**src/rtl/zbb_count_unit_if.sv**
```systemverilog
// ============================================================================
// Module : zbb_count_unit_if
// Brief  : Operand/result handshake bundle for the Zbb counting unit.
// Rev    : 1.0  initial release
// ============================================================================
`default_nettype none

interface zbb_count_unit_if #(
    parameter int XLEN = 32
) ();
    logic            in_valid;
    logic            in_ready;
    logic [1:0]      op;
    logic [XLEN-1:0] operand;
    logic            out_valid;
    logic            out_ready;
    logic [XLEN-1:0] result;

    modport master (
        output in_valid, op, operand, out_ready,
        input  in_ready, out_valid, result
    );

    modport slave (
        input  in_valid, op, operand, out_ready,
        output in_ready, out_valid, result
    );
endinterface

`default_nettype wire

```
**src/rtl/zbb_count_unit.sv**
```systemverilog
// ============================================================================
// Module : zbb_count_unit
// Brief  : Multi-cycle CPOP/CLZ/CTZ unit, CHUNK bits per cycle.
//          Optional macro ZBB_EARLY_EXIT_EN ends CLZ/CTZ at the first nonzero chunk.
// Rev    : 1.0  initial release
// ============================================================================
`default_nettype none

module zbb_count_unit #(
    parameter int XLEN  = 32,
    parameter int CHUNK = 8
) (
    input  logic            clk,
    input  logic            rst_n,
    zbb_count_unit_if.slave bus
);
    localparam int NCH  = XLEN / CHUNK;
    localparam int AW   = $clog2(XLEN) + 1;
    localparam int CNTW = $clog2(CHUNK) + 1;
    localparam int IW   = (NCH > 1) ? $clog2(NCH) : 1;

    typedef enum logic [1:0] {
        S_IDLE = 2'd0,
        S_BUSY = 2'd1,
        S_DONE = 2'd2
    } state_t;

    state_t            r_state;
    state_t            w_state_nxt;
    logic [XLEN-1:0]   r_opnd;
    logic [1:0]        r_op;
    logic [AW-1:0]     r_acc;
    logic [IW-1:0]     r_idx;
    logic              r_found;
    logic [AW-1:0]     r_result;

    logic              w_msb_first;
    logic              w_zero_cnt;
    logic [CHUNK-1:0]  w_chunk;
    logic              w_chunk_nz;
    logic              w_last;
    logic              w_early;
    logic              w_finish;
    logic [AW-1:0]     w_acc_nxt;
    logic              w_found_nxt;

    function automatic logic [CNTW-1:0] f_popcount(input logic [CHUNK-1:0] v);
        logic [CNTW-1:0] n;
        n = '0;
        for (int i = 0; i < CHUNK; i++) begin
            n = n + CNTW'(v[i]);
        end
        return n;
    endfunction

    function automatic logic [CNTW-1:0] f_lead_zeros(input logic [CHUNK-1:0] v);
        logic [CNTW-1:0] n;
        logic            seen;
        n    = '0;
        seen = 1'b0;
        for (int i = CHUNK - 1; i >= 0; i--) begin
            if (v[i]) seen = 1'b1;
            else if (!seen) n = n + CNTW'(1);
        end
        return n;
    endfunction

    function automatic logic [CNTW-1:0] f_trail_zeros(input logic [CHUNK-1:0] v);
        logic [CNTW-1:0] n;
        logic            seen;
        n    = '0;
        seen = 1'b0;
        for (int i = 0; i < CHUNK; i++) begin
            if (v[i]) seen = 1'b1;
            else if (!seen) n = n + CNTW'(1);
        end
        return n;
    endfunction

    // op 2'b11 is reserved and falls through to CPOP
    assign w_msb_first = (r_op == 2'b01);
    assign w_zero_cnt  = (r_op == 2'b01) || (r_op == 2'b10);

    // The working copy is shifted each cycle so the current chunk is always at a fixed end
    assign w_chunk    = w_msb_first ? r_opnd[XLEN-1 -: CHUNK] : r_opnd[CHUNK-1:0];
    assign w_chunk_nz = |w_chunk;
    assign w_last     = (r_idx == IW'(NCH - 1));

`ifdef ZBB_EARLY_EXIT_EN
    assign w_early = w_zero_cnt && !r_found && w_chunk_nz;
`else
    assign w_early = 1'b0;
`endif

    assign w_finish = w_last || w_early;

    always_comb begin
        w_acc_nxt   = r_acc;
        w_found_nxt = r_found;
        if (!w_zero_cnt) begin
            w_acc_nxt = r_acc + AW'(f_popcount(w_chunk));
        end else if (!r_found) begin
            if (w_chunk_nz) begin
                w_found_nxt = 1'b1;
                w_acc_nxt   = r_acc + (w_msb_first ? AW'(f_lead_zeros(w_chunk))
                                                   : AW'(f_trail_zeros(w_chunk)));
            end else begin
                w_acc_nxt = r_acc + AW'(CHUNK);
            end
        end
    end

    always_ff @(posedge clk) begin
        if (!rst_n) r_state <= S_IDLE;
        else        r_state <= w_state_nxt;
    end

    always_comb begin
        w_state_nxt = r_state;
        case (r_state)
            S_IDLE:  if (bus.in_valid) w_state_nxt = S_BUSY;
            S_BUSY:  if (w_finish)     w_state_nxt = S_DONE;
            S_DONE:  if (bus.out_ready) w_state_nxt = S_IDLE;
            default: w_state_nxt = S_IDLE;
        endcase
    end

    always_ff @(posedge clk) begin
        if (!rst_n) begin
            r_opnd   <= '0;
            r_op     <= 2'b00;
            r_acc    <= '0;
            r_idx    <= '0;
            r_found  <= 1'b0;
            r_result <= '0;
        end else begin
            case (r_state)
                S_IDLE: begin
                    if (bus.in_valid) begin
                        r_opnd  <= bus.operand;
                        r_op    <= bus.op;
                        r_acc   <= '0;
                        r_idx   <= '0;
                        r_found <= 1'b0;
                    end
                end
                S_BUSY: begin
                    r_acc   <= w_acc_nxt;
                    r_found <= w_found_nxt;
                    r_idx   <= r_idx + IW'(1);
                    r_opnd  <= w_msb_first ? (r_opnd << CHUNK) : (r_opnd >> CHUNK);
                    if (w_finish) r_result <= w_acc_nxt;
                end
                default: ;
            endcase
        end
    end

    assign bus.in_ready  = (r_state == S_IDLE);
    assign bus.out_valid = (r_state == S_DONE);
    assign bus.result    = {{(XLEN-AW){1'b0}}, r_result};

endmodule

`default_nettype wire
```
**src/flat_wrapper.sv**
```systemverilog
// flat-port wrapper written by rule: the top's interface ports become plain ports
module zbb_count_unit_flat 
#(
    parameter int XLEN  = 32,
    parameter int CHUNK = 8
)
  (clk, rst_n, bus_in_valid, bus_op, bus_operand, bus_out_ready, bus_in_ready, bus_out_valid, bus_result);
  zbb_count_unit_if #(.XLEN(XLEN)) bus_i ();
  input  logic clk;
  input  logic rst_n;
  input wire logic [$bits(bus_i.in_valid)-1:0] bus_in_valid;
  input wire logic [$bits(bus_i.op)-1:0] bus_op;
  input wire logic [$bits(bus_i.operand)-1:0] bus_operand;
  input wire logic [$bits(bus_i.out_ready)-1:0] bus_out_ready;
  output wire logic [$bits(bus_i.in_ready)-1:0] bus_in_ready;
  output wire logic [$bits(bus_i.out_valid)-1:0] bus_out_valid;
  output wire logic [$bits(bus_i.result)-1:0] bus_result;
  assign bus_i.in_valid = bus_in_valid;
  assign bus_i.op = bus_op;
  assign bus_i.operand = bus_operand;
  assign bus_i.out_ready = bus_out_ready;
  assign bus_in_ready = bus_i.in_ready;
  assign bus_out_valid = bus_i.out_valid;
  assign bus_result = bus_i.result;
  zbb_count_unit #(.XLEN(XLEN), .CHUNK(CHUNK)) u_core (.clk(clk), .rst_n(rst_n), .bus(bus_i));
endmodule
```
**config.mk**
```make
export PLATFORM = sky130hd
export DESIGN_NAME = zbb_count_unit_flat
export DESIGN_NICKNAME = d
export VERILOG_FILES = /design/src/rtl/zbb_count_unit_if.sv /design/src/rtl/zbb_count_unit.sv /design/src/flat_wrapper.sv
export SDC_FILE = /design/constraint.sdc
export NUM_CORES = 1
export LEC_CHECK = 0
export ABC_AREA = 1
export CAP_MARGIN = 20
export CORE_AREA = 5 5 93 95
export DETAILED_ROUTE_END_ITERATION = 10
export DIE_AREA = 0 0 98 100
export GPL_TIMING_DRIVEN = 1
export HOLD_SLACK_MARGIN = 0.03
export PLACE_DENSITY = 0.94
export SYNTH_ARGS = -nofsm -noshare
export SYNTH_HDL_FRONTEND = slang
export SYNTH_SLANG_ARGS = --single-unit
```
**constraint.sdc**
```tcl
create_clock -name clk -period 7.8 [get_ports clk]
set_clock_uncertainty 0.15 [all_clocks]
set_input_delay 0.78 -clock clk [delete_from_list [all_inputs] [get_ports clk]]
set_output_delay 0.78 -clock clk [all_outputs]
set_load 0.01 [all_outputs]
```
Word level (Yosys, flattened, before mapping) --
Index checks and enable logic that the tools add are counted.
Storage, ports and cells: register bits 51, bits of input ports 38, output and inout port bits 34, logic and storage cells 205
Operators by class: add/subtract/negate cells 25, eq/ne operators 9, mux-type cells 155, reduce and logical (&&, ||, !) cells 9
Operator list (count):
- two-way mux 4 bit | 77
- two-way mux 32 bit | 2
- one-hot mux 32 bit (2 select lines) | 1
- two-way mux 1 bit | 62
- adder 4 x 1 -> 4 bit (second input constant) | 14
- adder 4 x 1 -> 4 bit | 6
- two-way mux 6 bit | 4
- one-hot mux 6 bit (2 select lines) | 1
- two-way mux 2 bit | 4
- two-way mux 8 bit | 1
- OR reduction 8 bit | 1
- adder 6 x 4 -> 6 bit | 1
- adder 6 x 4 -> 6 bit (second input constant) | 1
- adder 6 bit | 1
- == test 2 bit (second input constant) | 3
- one-hot mux 2 bit (3 select lines) | 1
- AND reduction 2 bit | 3
- AND reduction 3 bit | 2
- == test 2 x 1 -> 1 bit (second input constant) | 2
- != test 2 x 1 -> 1 bit (second input constant) | 2
- != test 2 bit (second input constant) | 2
- one-hot mux 2 bit (2 select lines) | 1
- adder 1 x 1 -> 2 bit | 1
- adder 2 x 1 -> 2 bit (second input constant) | 1
- other kinds (4) | 4

Logic depth before layout (Yosys ltp) --
depth in word-level cells 54, gate-level depth with buffers 42, gate-level depth less buffers 41

Worst setup path after synthesis --
OpenSTA, ideal clock, no wires.
path kind reg2reg, from register u_core.r_op[1], to register u_core.r_acc[5], library setup time 132 ps, arrival 4580 ps, data required time 7518 ps, slack 2938 ps, stages on the path, launching flop included 40, buffers on the path 1, clock period less this slack 4862 ps, path through dfxtp_1 inv_1 ha_1 inv_2 buf_6 nand2_1 nand2_2 ha_1 inv_1 nand2_1 nand3_1 nand2_2 ha_1 nand3b_1 nand3_1 nand2_1 nand2_1 nand3_1 (+4 left out) nand4_1 nand2_1 inv_1 ha_1 nand2_1 o21ai_1 a21oi_1 nor2_1 ha_1 a21oi_1 nand2_1 a21oi_1 o21ai_1 o2111ai_1 nand2_1 or2_1 nand3_1 a21oi_1
Between the ends: longest elaborated chain between the ends 54, elaborated cells between the ends (all ways) 167, those cells by class 23 x add/sub; 2 x eq/ne; 140 x mux; 2 x reduce/logical
Ends and longest elaborated chain:
- start, declared | line zbb_count_unit.sv:31 | logic [1:0] r_op;
- start signal, assigned | line zbb_count_unit.sv:141 | r_op <= bus.op;
- == test 2 x 1 -> 1 bit | line zbb_count_unit.sv:81, zbb_count_unit.sv:82
- two-way mux 8 bit | line zbb_count_unit.sv:85 | assign w_chunk = w_msb_first ? r_opnd[XLEN-1 -: CHUNK] : r_opnd[CHUNK-1:0];
- two-way mux 1 bit (on tied branches) | line zbb_count_unit.sv:74, zbb_count_unit.sv:62
- two-way mux 4 bit | line zbb_count_unit.sv:103 | if (w_chunk_nz) begin
- two-way mux 4 bit | line zbb_count_unit.sv:102 | end else if (!r_found) begin
- two-way mux 4 bit | line zbb_count_unit.sv:100 | if (!w_zero_cnt) begin
- adder 4 x 1 -> 4 bit (on tied branches) | line zbb_count_unit.sv:75, zbb_count_unit.sv:63
- two-way mux 4 bit (on tied branches) | line zbb_count_unit.sv:75, zbb_count_unit.sv:63
- (+38 left out)
- two-way mux 4 bit | line zbb_count_unit.sv:102
- two-way mux 4 bit | line zbb_count_unit.sv:100
- two-way mux 4 bit | line zbb_count_unit.sv:105 | w_acc_nxt = r_acc + (w_msb_first ? AW'(f_lead_zeros(w_chunk))
- adder 6 bit | line zbb_count_unit.sv:105
- two-way mux 6 bit | line zbb_count_unit.sv:103
- two-way mux 6 bit | line zbb_count_unit.sv:102
- two-way mux 6 bit (*) | line zbb_count_unit.sv:100
- one-hot mux 6 bit (2 select lines) (*) | line zbb_count_unit.sv:137 | case (r_state)
- end signal, assigned | line zbb_count_unit.sv:148 | r_acc <= w_acc_nxt;
- end, declared | line zbb_count_unit.sv:32 | logic [AW-1:0] r_acc;
Mark *: on every way between the ends. The rest lies on a longest branch, timed or not. The select of a mux whose other input is x is not followed. A chain may end at the register's enable or synchronous reset.

Worst setup path in the final report --
from register u_core.r_op[1], to register u_core.r_result[5]
Between the ends: longest elaborated chain between the ends 53, elaborated cells between the ends (all ways) 166, those cells by class 23 x add/sub; 2 x eq/ne; 139 x mux; 2 x reduce/logical
Ends and longest elaborated chain:
- == test 2 x 1 -> 1 bit | line zbb_count_unit.sv:81, zbb_count_unit.sv:82
- two-way mux 8 bit | line zbb_count_unit.sv:85
- two-way mux 1 bit (on tied branches) | line zbb_count_unit.sv:74, zbb_count_unit.sv:62
- two-way mux 4 bit | line zbb_count_unit.sv:103
- two-way mux 4 bit | line zbb_count_unit.sv:102
- two-way mux 4 bit | line zbb_count_unit.sv:100
- adder 4 x 1 -> 4 bit (on tied branches) | line zbb_count_unit.sv:75, zbb_count_unit.sv:63
- two-way mux 4 bit (on tied branches) | line zbb_count_unit.sv:75, zbb_count_unit.sv:63
- (+37 left out)
- two-way mux 4 bit | line zbb_count_unit.sv:103
- two-way mux 4 bit | line zbb_count_unit.sv:102
- two-way mux 4 bit | line zbb_count_unit.sv:100
- two-way mux 4 bit | line zbb_count_unit.sv:105
- adder 6 bit | line zbb_count_unit.sv:105
- two-way mux 6 bit | line zbb_count_unit.sv:103
- two-way mux 6 bit | line zbb_count_unit.sv:102
- two-way mux 6 bit (*) | line zbb_count_unit.sv:100
- end signal, assigned | line zbb_count_unit.sv:152 | if (w_finish) r_result <= w_acc_nxt;
- end, declared | line zbb_count_unit.sv:35 | logic [AW-1:0] r_result;
Marked as above.

==> results by group <==
Timing
  – Fin crit share: 0.736
  – Setup slack after layout: a little over 2 ns
  – Final hold slack: ~0.32 ns
  – Setup TNS: 0 ns
  – Worst Tran Pin Value: about 0.75 ns
  – Max transition margin: 0.496
  – Fmax: around 170 MHz
  – RSZ-0062 raised after global routing: false
  – Final setup vio count: 0
  – Pins Over Slew Limit: 0
  – Final Critical Period: approximately 5.7 ns
  – Fin. Hold Viols: 0

Synth
  – Sequential area share after synthesis: 0.233
  – Post-Syn Area: approximately 4400 um^2
  – Ys Warns: 0
  – Post-synthesis simple-gate area fraction: 0.266
  – Mapped Avg Cell Area: 6.52 um^2
  – Adder-Cell Fraction of Synth Area: 0.101
  – Yosys cell types: 39
  – Yosys reg bits: 51
  – Main combinational cell family by area after synthesis: simple AND/OR/NAND/NOR gates
  – Post-Syn Instances: 673
  – Post-Synth XOR/XNOR Area: 0.00798
  – Post-synthesis mux area share: 0
  – Compound-gate portion of the synthesized area: 0.225

Worst setup path
  – CP most frequent cell: nand2_1
  – CP arrival: approximately 5.8 ns
  – Worst setup SP type: register
  – Slowest stage delay, CP: around 0.48 ns
  – R2R Setup Slk: between 2 and 2.5 ns
  – Worst Setup EP: u_core.r_result[5]
  – CP required: between 7 and 8 ns
  – CP max FO: 57
  – Crit-path slowest cell: buf_4
  – CP Class: register to register
  – Reg-to-Reg Start: u_core.r_op[1]
  – CP startpoint: u_core.r_op[1]
  – FF-to-FF End: u_core.r_result[5]
  – Critical Path End Type: register
  – R2R cell count: 38

Final layout
  – Nets@finish: a little under 800
  – Area Overhead vs Synth: 11.4%
  – Share of layout cells above drive strength 1: 0.0827
  – Area of the multi-input gates: between 2000 and 3000 um^2
  – Fill cells: about 600
  – Post-route cell area: 4890 um^2
  – Register area: 1020 um^2
  – Number of diodes: 0

Hold path
  – Hold path startpoint: u_core.r_idx[0]
  – Worst Hold Class: register to register

Clock tree
  – Post-CTS Setup Inserts: 0
  – Clock sinks: roughly 50
  – Max Buffers Root-to-Sink: 2
  – Post-CTS Resized: 0
  – TritonCTS clock tree: built
  – Total CTS buffers: 5
  – CTS HTree Levels: 2
  – Clock transition at path regs: roughly 0.1 ns
  – Clk root buf: clkbuf_8
  – Post-CTS Hold Fix Bufs: 0
  – Worst skew pair latency: roughly 0.30 ns

Route
  – Drt via density: 5.50
  – Drt wl/cell: approximately 13 um
  – Post-route ant nets: 0
  – Drt first pass iters: 5
  – Iter 0 DRT Violations: roughly 440
  – WL final: 10600 um
  – Via count: roughly 4400
  – DRC Markers: 0

Floorplan
  – Die X: 98 um
  – Initial Util: 0.574
  – Die Area: 9800 um^2
  – Die extent in y: roughly 100 um
  – Core ar.: between 7000 and 8000 um^2
  – Io pins: 72
  – Cell Rows: 32

Global route
  – Vias in the first global route: between 4000 and 5000
  – Gr busiest metal: met2
  – Largest net degree at the start of global routing: just under 60
  – First-pass GRT wire length: about 18000 um
  – Initial antenna violation count: 0
  – Total GRT Usage: 0.214
  – Routing usage on met3: 0.0375
  – Grt total ovfl: 0
  – Met2 usage: 0.373
  – Met1 Track Usage GR: 0.262

Placed design
  – I/O Buffers: 45
  – Placed cell area: 4770 um^2
  – Placer congestion estimate: roughly 0.95
  – Post-DP HPWL: roughly 8000 um
  – Pre-CTS WS: 2.13 ns

Status
  – Status: completed

Pwr
  – PwrDens: approximately 200 nW/um^2
  – Static Leak: 0.00235 uW
  – Max VDD drop: 0.149 mV

Flow run
  – Max Cap Viol: 0
## metrics by stage
step | total power (uW) | std cells | util
final | 1000 | 803 | 0.640
after floorplan | 698 | 698 | -
after detailed placement | 800 | 795 | 0.624
after global routing | 1090 | 803 | 0.640
after CTS | 999 | 803 | 0.640
after global placement | 775 | 795 | 0.624
## final cells by class
cell class,count,area share
multi-input cells,485,0.559
flip-flops and latches,51,0.209
repair buffers,49,0.0982
inverters,108,0.0831
well taps,102,0.0261
clock buffers,6,0.0169
clock inverters,2,0.00793
## Yosys cell counts, drive strengths merged
master     n  area share
nor3      17       0.019
a31oi      3      0.0077
clkinv     2      0.0020
a21oi     91        0.11
inv      106       0.091
conb       1     0.00085
nand3     35       0.043
ha        26       0.074
xor2       2      0.0040
o211ai    18       0.031
clkbuf    21       0.018
nand2    143        0.14
o2111ai    1      0.0020
fa         6       0.027
xnor2      2      0.0040
nand4      4      0.0057
dfxtp     51        0.23
o22ai      3      0.0043
nand3b     2      0.0034
nor2      45       0.050
or2        1      0.0014
o21ai     60       0.074
buf       33       0.056
## worst min path at each step
| stage | endpoint | slack [ns] | cells past startpoint |
|---|---|---|---|
| 2_1_floorplan | u_core.r_idx[0] | 0.28 | 1 |
| 3_3_place_gp | u_core.r_idx[0] | 0.29 | 1 |
| 3_5_place_dp | u_core.r_idx[0] | 0.30 | 1 |
| 4_1_cts | u_core.r_idx[0] | 0.32 | 1 |
| 5_1_grt | u_core.r_idx[0] | 0.34 | 1 |
| 6_report | u_core.r_idx[0] | 0.32 | 1 |
## registers in the layout, summed over array words and instances (netlist names)
register	cells
u_core.r_acc	6
u_core.r_found	1
u_core.r_idx	2
u_core.r_op	2
u_core.r_opnd	32
u_core.r_result	6
u_core.r_state	2
## cells by family after synthesis
| group | after synthesis |
|---|---|
| AND/OR/NAND/NOR | 247 |
| buffers and inverters | 162 |
| adder cells (fa/ha/maj) | 32 |
| AO/OA/AOI/OAI | 176 |
| XOR/XNOR | 4 |
| flip-flops | 51 |
| other | 1 |
## report_power, final
part | leakage (uW) | internal, uW | switching (uW)
combinational | 0.00187 | 183 | 316
sequential | 0.000420 | 285 | 21.8
clock | 0.0000618 | 106 | 90.9
total | 0.00235 | 573 | 429
## placed cells by master (no fill, tap or decap), drive strengths merged, types with 17 or more instances in the layout
cell type      instances
nor3                  17
ha                    26
o211ai                18
clkdlybuf4s50         45
inv                  107
o21ai                 60
nand3                 35
a21oi                 91
nor2                  45
dfxtp                 51
nand2                143
conb                  26
## metal layers
layer	wire length, um	up-vias
met5	0	-
met4	246	0
li1	-	2187
met3	825	29
met1	4430	1972
met2	5120	231
## worst max-delay path, delay by kind of cell, from the launching register on
family	cells	cell delay, ns
simple gates	19	1.95
fa+ha+maj	6	1.53
compound gates	8	0.94
buf+inv	5	0.74
flops	1	0.31
Power figures use the tool's default switching activity.
